===== src/rtl/i2s_dac_tx.sv =====
// I2S transmit path for the WM8731 DAC: FIFO-buffered mono samples serialized on codec-mastered BCLK/LRCK.
// Optional macro DAC_TX_UNDERFLOW_CNT_EN adds a saturating 16-bit underflow_count output.
module i2s_dac_tx #(
    parameter int W           = 16,
    parameter int FIFO_DEPTH  = 8,
    parameter int SYNC_STAGES = 2
) (
    input  logic         clk,
    input  logic         reset,
    input  logic         s_valid,
    output logic         s_ready,
    input  logic [W-1:0] s_data,
    input  logic         bclk,
    input  logic         daclrck,
    output logic         dacdat,
    output logic         underflow
`ifdef DAC_TX_UNDERFLOW_CNT_EN
    ,
    output logic [15:0]  underflow_count
`endif
);
    localparam int AW = $clog2(FIFO_DEPTH);
    localparam int CW = $clog2(W + 1);

    typedef enum logic [1:0] {IDLE, SHIFT, PAD} state_e;

    // The top bit of each chain is a delayed copy of the synchronized level, used for edge detection.
    logic [SYNC_STAGES:0] bclkSync_q;
    logic [SYNC_STAGES:0] lrSync_q;
    logic                 bFall;
    logic                 lrEdge;
    logic                 lrFall;

    logic [W-1:0]  mem_q [FIFO_DEPTH];
    logic [AW-1:0] wrPtr_q;
    logic [AW-1:0] rdPtr_q;
    logic [AW:0]   count_q;
    logic          empty;
    logic          push;
    logic          pop;

    logic [W-1:0]  hold_q;
    logic [W-1:0]  loadWord;
    logic          underflow_q;

    state_e        state_q, state_d;
    logic [W-1:0]  sh_q, sh_d;
    logic [CW-1:0] bitCnt_q, bitCnt_d;
    logic          dacdat_q, dacdat_d;

    assign bFall  = bclkSync_q[SYNC_STAGES] & ~bclkSync_q[SYNC_STAGES-1];
    assign lrEdge = lrSync_q[SYNC_STAGES] ^ lrSync_q[SYNC_STAGES-1];
    assign lrFall = lrSync_q[SYNC_STAGES] & ~lrSync_q[SYNC_STAGES-1];

    always_ff @(posedge clk or posedge reset) begin
        if (reset) begin
            bclkSync_q <= '0;
            lrSync_q   <= '0;
        end else begin
            bclkSync_q <= {bclkSync_q[SYNC_STAGES-1:0], bclk};
            lrSync_q   <= {lrSync_q[SYNC_STAGES-1:0], daclrck};
        end
    end

    // Pops look only at the registered count, so a same-cycle push cannot rescue an empty FIFO.
    assign empty   = (count_q == '0);
    assign s_ready = (count_q != (AW + 1)'(FIFO_DEPTH));
    assign push    = s_valid && s_ready;
    assign pop     = lrFall && !empty;

    always_ff @(posedge clk) begin
        if (push) begin
            mem_q[wrPtr_q] <= s_data;
        end
    end

    always_ff @(posedge clk or posedge reset) begin
        if (reset) begin
            wrPtr_q <= '0;
            rdPtr_q <= '0;
            count_q <= '0;
        end else begin
            if (push) begin
                wrPtr_q <= wrPtr_q + AW'(1);
            end
            if (pop) begin
                rdPtr_q <= rdPtr_q + AW'(1);
            end
            case ({push, pop})
                2'b10:   count_q <= count_q + (AW + 1)'(1);
                2'b01:   count_q <= count_q - (AW + 1)'(1);
                default: count_q <= count_q;
            endcase
        end
    end

    assign loadWord = lrFall ? (empty ? '0 : mem_q[rdPtr_q]) : hold_q;

    always_ff @(posedge clk or posedge reset) begin
        if (reset) begin
            hold_q      <= '0;
            underflow_q <= 1'b0;
        end else begin
            underflow_q <= lrFall && empty;
            if (lrFall) begin
                hold_q <= loadWord;
            end
        end
    end

    always_ff @(posedge clk or posedge reset) begin
        if (reset) begin
            state_q  <= IDLE;
            sh_q     <= '0;
            bitCnt_q <= '0;
            dacdat_q <= 1'b0;
        end else begin
            state_q  <= state_d;
            sh_q     <= sh_d;
            bitCnt_q <= bitCnt_d;
            dacdat_q <= dacdat_d;
        end
    end

    // An LRCK edge always reloads the shifter and suppresses any shift in that cycle.
    always_comb begin
        state_d  = state_q;
        sh_d     = sh_q;
        bitCnt_d = bitCnt_q;
        dacdat_d = dacdat_q;
        case (state_q)
            IDLE: begin
                dacdat_d = 1'b0;
                if (lrFall) begin
                    state_d  = SHIFT;
                    sh_d     = loadWord;
                    bitCnt_d = CW'(W);
                end
            end
            SHIFT: begin
                if (lrEdge) begin
                    sh_d     = loadWord;
                    bitCnt_d = CW'(W);
                end else if (bFall) begin
                    dacdat_d = sh_q[W-1];
                    sh_d     = {sh_q[W-2:0], 1'b0};
                    bitCnt_d = bitCnt_q - CW'(1);
                    if (bitCnt_q == CW'(1)) begin
                        state_d = PAD;
                    end
                end
            end
            PAD: begin
                if (lrEdge) begin
                    state_d  = SHIFT;
                    sh_d     = loadWord;
                    bitCnt_d = CW'(W);
                end else if (bFall) begin
                    dacdat_d = 1'b0;
                end
            end
            default: begin
                state_d  = IDLE;
                dacdat_d = 1'b0;
            end
        endcase
    end

    assign dacdat    = dacdat_q;
    assign underflow = underflow_q;

`ifdef DAC_TX_UNDERFLOW_CNT_EN
    logic [15:0] ufCount_q;

    always_ff @(posedge clk or posedge reset) begin
        if (reset) begin
            ufCount_q <= '0;
        end else if (underflow_q && (ufCount_q != 16'hFFFF)) begin
            ufCount_q <= ufCount_q + 16'd1;
        end
    end

    assign underflow_count = ufCount_q;
`endif

endmodule


===== config.mk =====
export PLATFORM = sky130hd
export DESIGN_NAME = i2s_dac_tx
export DESIGN_NICKNAME = d
export VERILOG_FILES = /design/src/rtl/i2s_dac_tx.sv
export SDC_FILE = /design/constraint.sdc
export NUM_CORES = 1
export LEC_CHECK = 0
export CAP_MARGIN = 20
export CORE_MARGIN = 10
export CORE_UTILIZATION = 61
export DETAILED_ROUTE_END_ITERATION = 8
export GPL_ROUTABILITY_DRIVEN = 0
export HOLD_SLACK_MARGIN = 0.08
export PLACE_DENSITY = 0.79
export SLEW_MARGIN = 20
export SYNTH_ARGS = -nofsm -noshare
export SYNTH_HDL_FRONTEND = slang
export SYNTH_SLANG_ARGS = --single-unit

===== constraint.sdc =====
create_clock -name clk -period 3.4 [get_ports clk]
set_input_delay 0.68 -clock clk [delete_from_list [all_inputs] [get_ports clk]]
set_output_delay 0.68 -clock clk [all_outputs]
set_load 0.02 [all_outputs]

==> flow_summary.ini, run 1 <==
[yosys]
yosysTopAreaCell = edfxtp_1
ys_warn_count = 0
ys_seq_area_frac = 0.688
netlist.area_leader.share = 0.502
yosysMostFrequentCell = edfxtp_1
synth_area_per_cell_um2 = 15.0
synth.ff_latch_count = 185
ys_types = 52
synth_area_um2 = 7650
synthArstFlopShare = 0.308
syn_nets = 540
synthFlopType = edfxtp_1
synth-edff-count = 128
synth_commonest_cells = edfxtp_1, dfrtp_1, nand2_1
synthTopCellsByArea = edfxtp_1, dfrtp_1, mux2i_1, mux4_2, nand2b_1
syn_inst = 511

[final_layout]
diodes = 0
syn_to_final_growth_pct = 12.8
layout-drive-gt1-share = 0.130
nets = 577

[worst_hold_path]
hold_start = bclkSync_q[0]$_DFF_PP0_
hold_end = bclkSync_q[1]$_DFF_PP0_
hp-class = flop to flop
min_delay_path_depth = 0

[global_route]
grt_pass1_vias = 4568
antenna_found_initial = 0
grt_overflow_total = 0
grt.total_usage = 0.178
grt_max_degree = 38
grtUsageMet2 = 0.292
grt_pass1_wl_mm = 24.4
use_met1 = 0.224
grt.busiest_layer = met2
use_met3 = 0.0461

[outcome]
status = complete, no violations

[timing]
clock_skew_ns = 0.00935
final-hold-violation-count = 0
maxSlewHeadroom = 0.402
period_minus_slack_ns = 2.49
hold_slack_ns = 0.354
final.period_utilization = 0.731
finalSetupViolCount = 0
setup_tns_ns = 0
worst_slew_pin_slew_ns = 0.897
slew_viol_final = 0
fmax_mhz = 402
rsz0062_at_grt = no

[cts]
cts_tree = done
cts_buffer_depth = 2
cts_made_buffers = 17
clk_latency_ns = 0.43
cts_resized = 0
clk_pin_slew_ns = 0.06
clock_sinks = 185
ctsHoldBuffers = 0
post-cts-setup-buffer-count = 0
root_buffer = clkbuf_16
htree_levels = 4

[floorplan]
io_pins = 24
initial_utilization = 0.629
fp.coreArea_um2 = 12200
fp.dieW_um = 132
row_count = 40
dieArea_um2 = 17400
die_y_um = 132

[routing]
drtPass1Iterations = 5
wire_per_inst_um = 20.8
vias = 4422
drt_iter0_markers = 456
ant_nets = 0
route.detailed.drc = 0
totalWireLength_mm = 15.1
viasPerCell = 6.07

[worst_setup_path]
reg2reg_to = sh_q[7]$_DFFE_PP0P_
start_kind = flop
cp-end-kind = output pin
r2r_slack_ns = 1.04
r2r_cells = 5
path_class = flop to output pin
timing.rr.start = rdPtr_q[0]$_DFFE_PP0P_
startpoint = count_q[0]$_DFFE_PP0P_
cp.arrival_ns = 1.81
required_ns = 2.72
crit_fanout = 6

[place]
hpwl_mm = 9.16
portBuffers = 23

[job]
max_cap_violations = 0

[power_and_ir_drop]
peakVddDrop_mv = 0.777
power_density_nw_per_um2 = 812
leakage_uw = 0.00327
[worst max-delay path, stage by stage (launching register included)]
cell and delay, ns:
dfrtp_1 0.45, nor3_1 0.21, nand2_1 0.15, clkdlybuf4s50_1 0.58
[stage by stage]
stage	util	setup WS, ns	instance area [µm²]	power, µW	cells
final	0.710	0.915	8640	7020	728
after global routing	0.710	0.828	8640	7350	728
after CTS	0.710	0.909	8640	7030	728
after detailed placement	0.666	0.816	8100	5210	697
after global placement	0.666	0.912	8100	5100	697
after floorplan	-	0.448	7650	4700	511
[power breakdown]
part / switching, µW / internal, µW / leakage (µW) / total (µW)
logic: 1040 / 853 / 0.00115 / 1900
clock network: 798 / 1010 / 0.000263 / 1810
registers: 375 / 2930 / 0.00185 / 3310
total: 2220 / 4800 / 0.00327 / 7020
[cell type report]
class                   count  area, µm²
multi-input cells         293       2200
inverters                   8       30.0
flip-flops and latches    185       5270
clock inverters             9       92.6
fillers                   741       3520
clock buffers              22        444
well taps                 168        210
repair buffers             43        393
[cell families after synthesis]
| group | count (synthesis) | share of synthesized area |
|---|---|---|
| DFF | 185 | 0.688 |
| and+or+nand+nor | 135 | 0.0886 |
| AOI/OAI and AO/OA | 88 | 0.0775 |
| muxes | 53 | 0.0940 |
| buffers and inverters | 33 | 0.0281 |
| xor gates and xnor gates | 9 | 0.0103 |
| adders and majority gates | 8 | 0.0131 |
[worst max path at each step]
stage and to:
6_report s_ready, 5_1_grt s_ready, 4_1_cts s_ready, 3_5_place_dp count_q[2]$_DFFE_PP0P_, 3_3_place_gp count_q[2]$_DFFE_PP0P_, 2_1_floorplan mem_q[0][0]$_DFFE_PP_
[layout by cell type (no fill, tap or decap), drive strengths merged, types with 4 or more instances in the layout]
cell           Yosys  final
nor2b              4      4
xnor2              4      4
a31oi             16     16
nor3               8      8
clkdlybuf4s50      0     23
nor2              22     22
mux2i             37     37
a21oi              5      5
nand2b            26     26
nand3             16     16
clkbuf             6     22
xor2               5      5
o21ai             20     20
mux4              14     14
ha                 8      8
or2                5      5
edfxtp           128    128
inv                8     11
buf               19     20
clkinv             0      5
nand2             39     39
a22oi             17     17
dfrtp             57     57
o31ai             14     14
[routing by layer]
layer	up-vias	part of all wire
li1	2019	-
met1	2224	0.42
met2	150	0.50
met3	29	0.058
met4	0	0.023
met5	-	0
[flip-flops by register name, summed over array words and instances, names as in the netlist, 2 cells and up]
register and cells:
hold_q 16, count_q 4, sh_q 16, bclkSync_q 3, bitCnt_q 5, wrPtr_q 3, mem_q 128, lrSync_q 3
rdPtr_q 3, state_q 2
(Power assumes the default switching activity.)
==> run 2, diff against run 1 <==
--- a/config.mk
+++ b/config.mk
@@ -7,11 +7,11 @@
 export LEC_CHECK = 0
 export CAP_MARGIN = 20
 export CORE_MARGIN = 10
-export CORE_UTILIZATION = 61
+export CORE_UTILIZATION = 55
 export DETAILED_ROUTE_END_ITERATION = 8
 export GPL_ROUTABILITY_DRIVEN = 0
 export HOLD_SLACK_MARGIN = 0.08
-export PLACE_DENSITY = 0.79
+export PLACE_DENSITY = 0.75
 export SLEW_MARGIN = 20
 export SYNTH_ARGS = -nofsm -noshare
 export SYNTH_HDL_FRONTEND = slang
==> constraint.sdc (replaced) <==
create_clock -name clk -period 2.1 [get_ports clk]
set_input_delay 0.42 -clock clk [delete_from_list [all_inputs] [get_ports clk]]
set_output_delay 0.42 -clock clk [all_outputs]
set_load 0.02 [all_outputs]
==> flow_summary.ini, run 2 (synthesis gave the netlist of run 1 again) <==
[outcome]
status = complete, but fails checks
violations = negative setup slack

[global_route]
antenna_found_initial = 0
grt_max_degree = 48
grt.total_usage = 0.168
grt_pass1_wl_mm = 24.0
grt_pass1_vias = 4599
grt_overflow_total = 0

[timing]
fin_ws_ns = -0.0746
maxSlewHeadroom = 0.593
slew_viol_final = 0
period_minus_slack_ns = 2.17
finalSetupViolCount = 2
worst_slew_pin_slew_ns = 0.604
rsz0062_at_grt = yes
fmax_mhz = 460
final-hold-violation-count = 0
clock_skew_ns = 0.00896
final.period_utilization = 1.04
hold_slack_ns = 0.247

[routing]
totalWireLength_mm = 14.9
vias = 4442
drt_iter0_markers = 299
route.detailed.drc = 0
wire_per_inst_um = 19.6
viasPerCell = 5.84
drtPass1Iterations = 5
ant_nets = 0

[place]
preCtsSetupSlack_ns = -0.0954
dp_cells = 726
portBuffers = 23
hpwl_mm = 9.20

[floorplan]
die_y_um = 138
initial_utilization = 0.556
io_pins = 24
dieArea_um2 = 19000
row_count = 43
fp.dieW_um = 138
fp.coreArea_um2 = 13800

[worst_setup_path]
critPathTopFamily = simple AND/OR/NAND/NOR gates
required_ns = 2.45
critPathMostFrequentCell = buf_4
crit_slowest_cell = dfrtp_1
path_buf_inv = 2
path_class = flop to flop
cp.arrival_ns = 2.53
slowest_delay_ns = 0.38
start_kind = flop
critical_path.cell_chain = or3_4, o21a_1, ha_2, buf_4, buf_4, and3b_1, o21ai_0, a21oi_1, xor2_1
critical_path_depth = 9
crit_fanout = 4
r2r_cells = 9
cp-end-kind = flop

[final_layout]
layout_common_cells = edfxtp_1, dfrtp_1, nand2_1, mux2i_1
largest_reg_flops = 128
layout-drive-gt1-share = 0.181
syn_to_final_growth_pct = 18.5
nets = 597
final_common_cell = edfxtp_1
diodes = 0
reg_top3 = mem_q: 128 flops, hold_q: 16 flops, sh_q: 16 flops
regMostFlops = mem_q
fin_cells = 761

[cts]
cts_buffer_depth = 2
root_buffer = clkbuf_16
cts_tree = done
cts_made_buffers = 17
clock_sinks = 185
htree_levels = 4
clk_pin_slew_ns = 0.07
clk_latency_ns = 0.43

[power_and_ir_drop]
p_switching_uw = 3700
clkPwrFrac = 0.266
power_density_nw_per_um2 = 1330
p_int_uw = 8350
power_frac_comb = 0.304
peakVddDrop_mv = 0.827
switching_share = 0.307
leakage_uw = 0.00344
finalPower_uw = 12000
p_seq_frac = 0.430

[worst_hold_path]
hp-class = primary input to async pin

[job]
max_cap_violations = 0
run 2: changes by cell type in the layout (fill, tap and decap cells not counted), moves of 3 or more:
cell	previous run	this run
buf_4	19	26
buf_12	1	14
inv_6	3	0
clkbuf_1	5	0
run 2: per-layer routing:
metal	wire, µm	part of all wire	up-vias	global-route usage
li1	-	-	2068	-
met3	638	0.043	28	0.0315
met4	358	0.024	0	0.0765
met2	7650	0.51	117	0.281
met1	6280	0.42	2229	0.207
met5	0	0	-	0
run 2: timing repair:
| item | 4_1_cts | 5_1_grt |
|---|---|---|
| buffers inserted | 0 | 3 |
| pin swaps | 1 | 3 |
| endpoints found under the setup margin | 2 | 7 |
| hold buffers | 0 | 0 |
| gates resized for setup | 4 | 6 |
run 2: final cells by class:
type | instances | area (µm²)
clock buffers | 17 | 425
repair buffers | 63 | 704
multi-input cells | 293 | 2240
well taps | 180 | 225
flip-flops and latches | 185 | 5270
inverters | 8 | 30.0
fillers | 973 | 4700
clock inverters | 15 | 176
run 2: through the flow:
stage	area [µm²]	utilization	TNS, ns
final	9070	0.659	-0.0862
after global placement	8400	0.610	-0.0391
after floorplan	7670	-	-25.48
after detailed placement	8400	0.610	-0.0954
after global routing	9070	0.659	-0.244
after CTS	9010	0.654	-0.00192
run 2: path summary, 6_finish.rpt:
check | endpoint | slack, ns | from
worst max-delay path | count_q[3]$_DFFE_PP0P_ | -0.07 | count_q[0]$_DFFE_PP0P_
worst min register to register | bclkSync_q[1]$_DFF_PP0_ | 0.36 | bclkSync_q[0]$_DFF_PP0_
max in group asynchronous | rdPtr_q[0]$_DFFE_PP0P_ | 1.31 | reset
min in group clk | bclkSync_q[1]$_DFF_PP0_ | 0.36 | bclkSync_q[0]$_DFF_PP0_
worst max register to register | count_q[3]$_DFFE_PP0P_ | -0.07 | count_q[0]$_DFFE_PP0P_
worst min-delay path | count_q[0]$_DFFE_PP0P_ | 0.25 | reset
run 2: power by group through the flow:
stage / sequential (µW) / combinational (µW) / clock [µW]
2_1_floorplan: 5100 / 2510 / 0
3_3_place_gp: 5210 / 3410 / 0
3_5_place_dp: 5260 / 3520 / 0
4_1_cts: 5190 / 3560 / 3240
5_1_grt: 5250 / 4000 / 3390
6_report: 5180 / 3660 / 3200
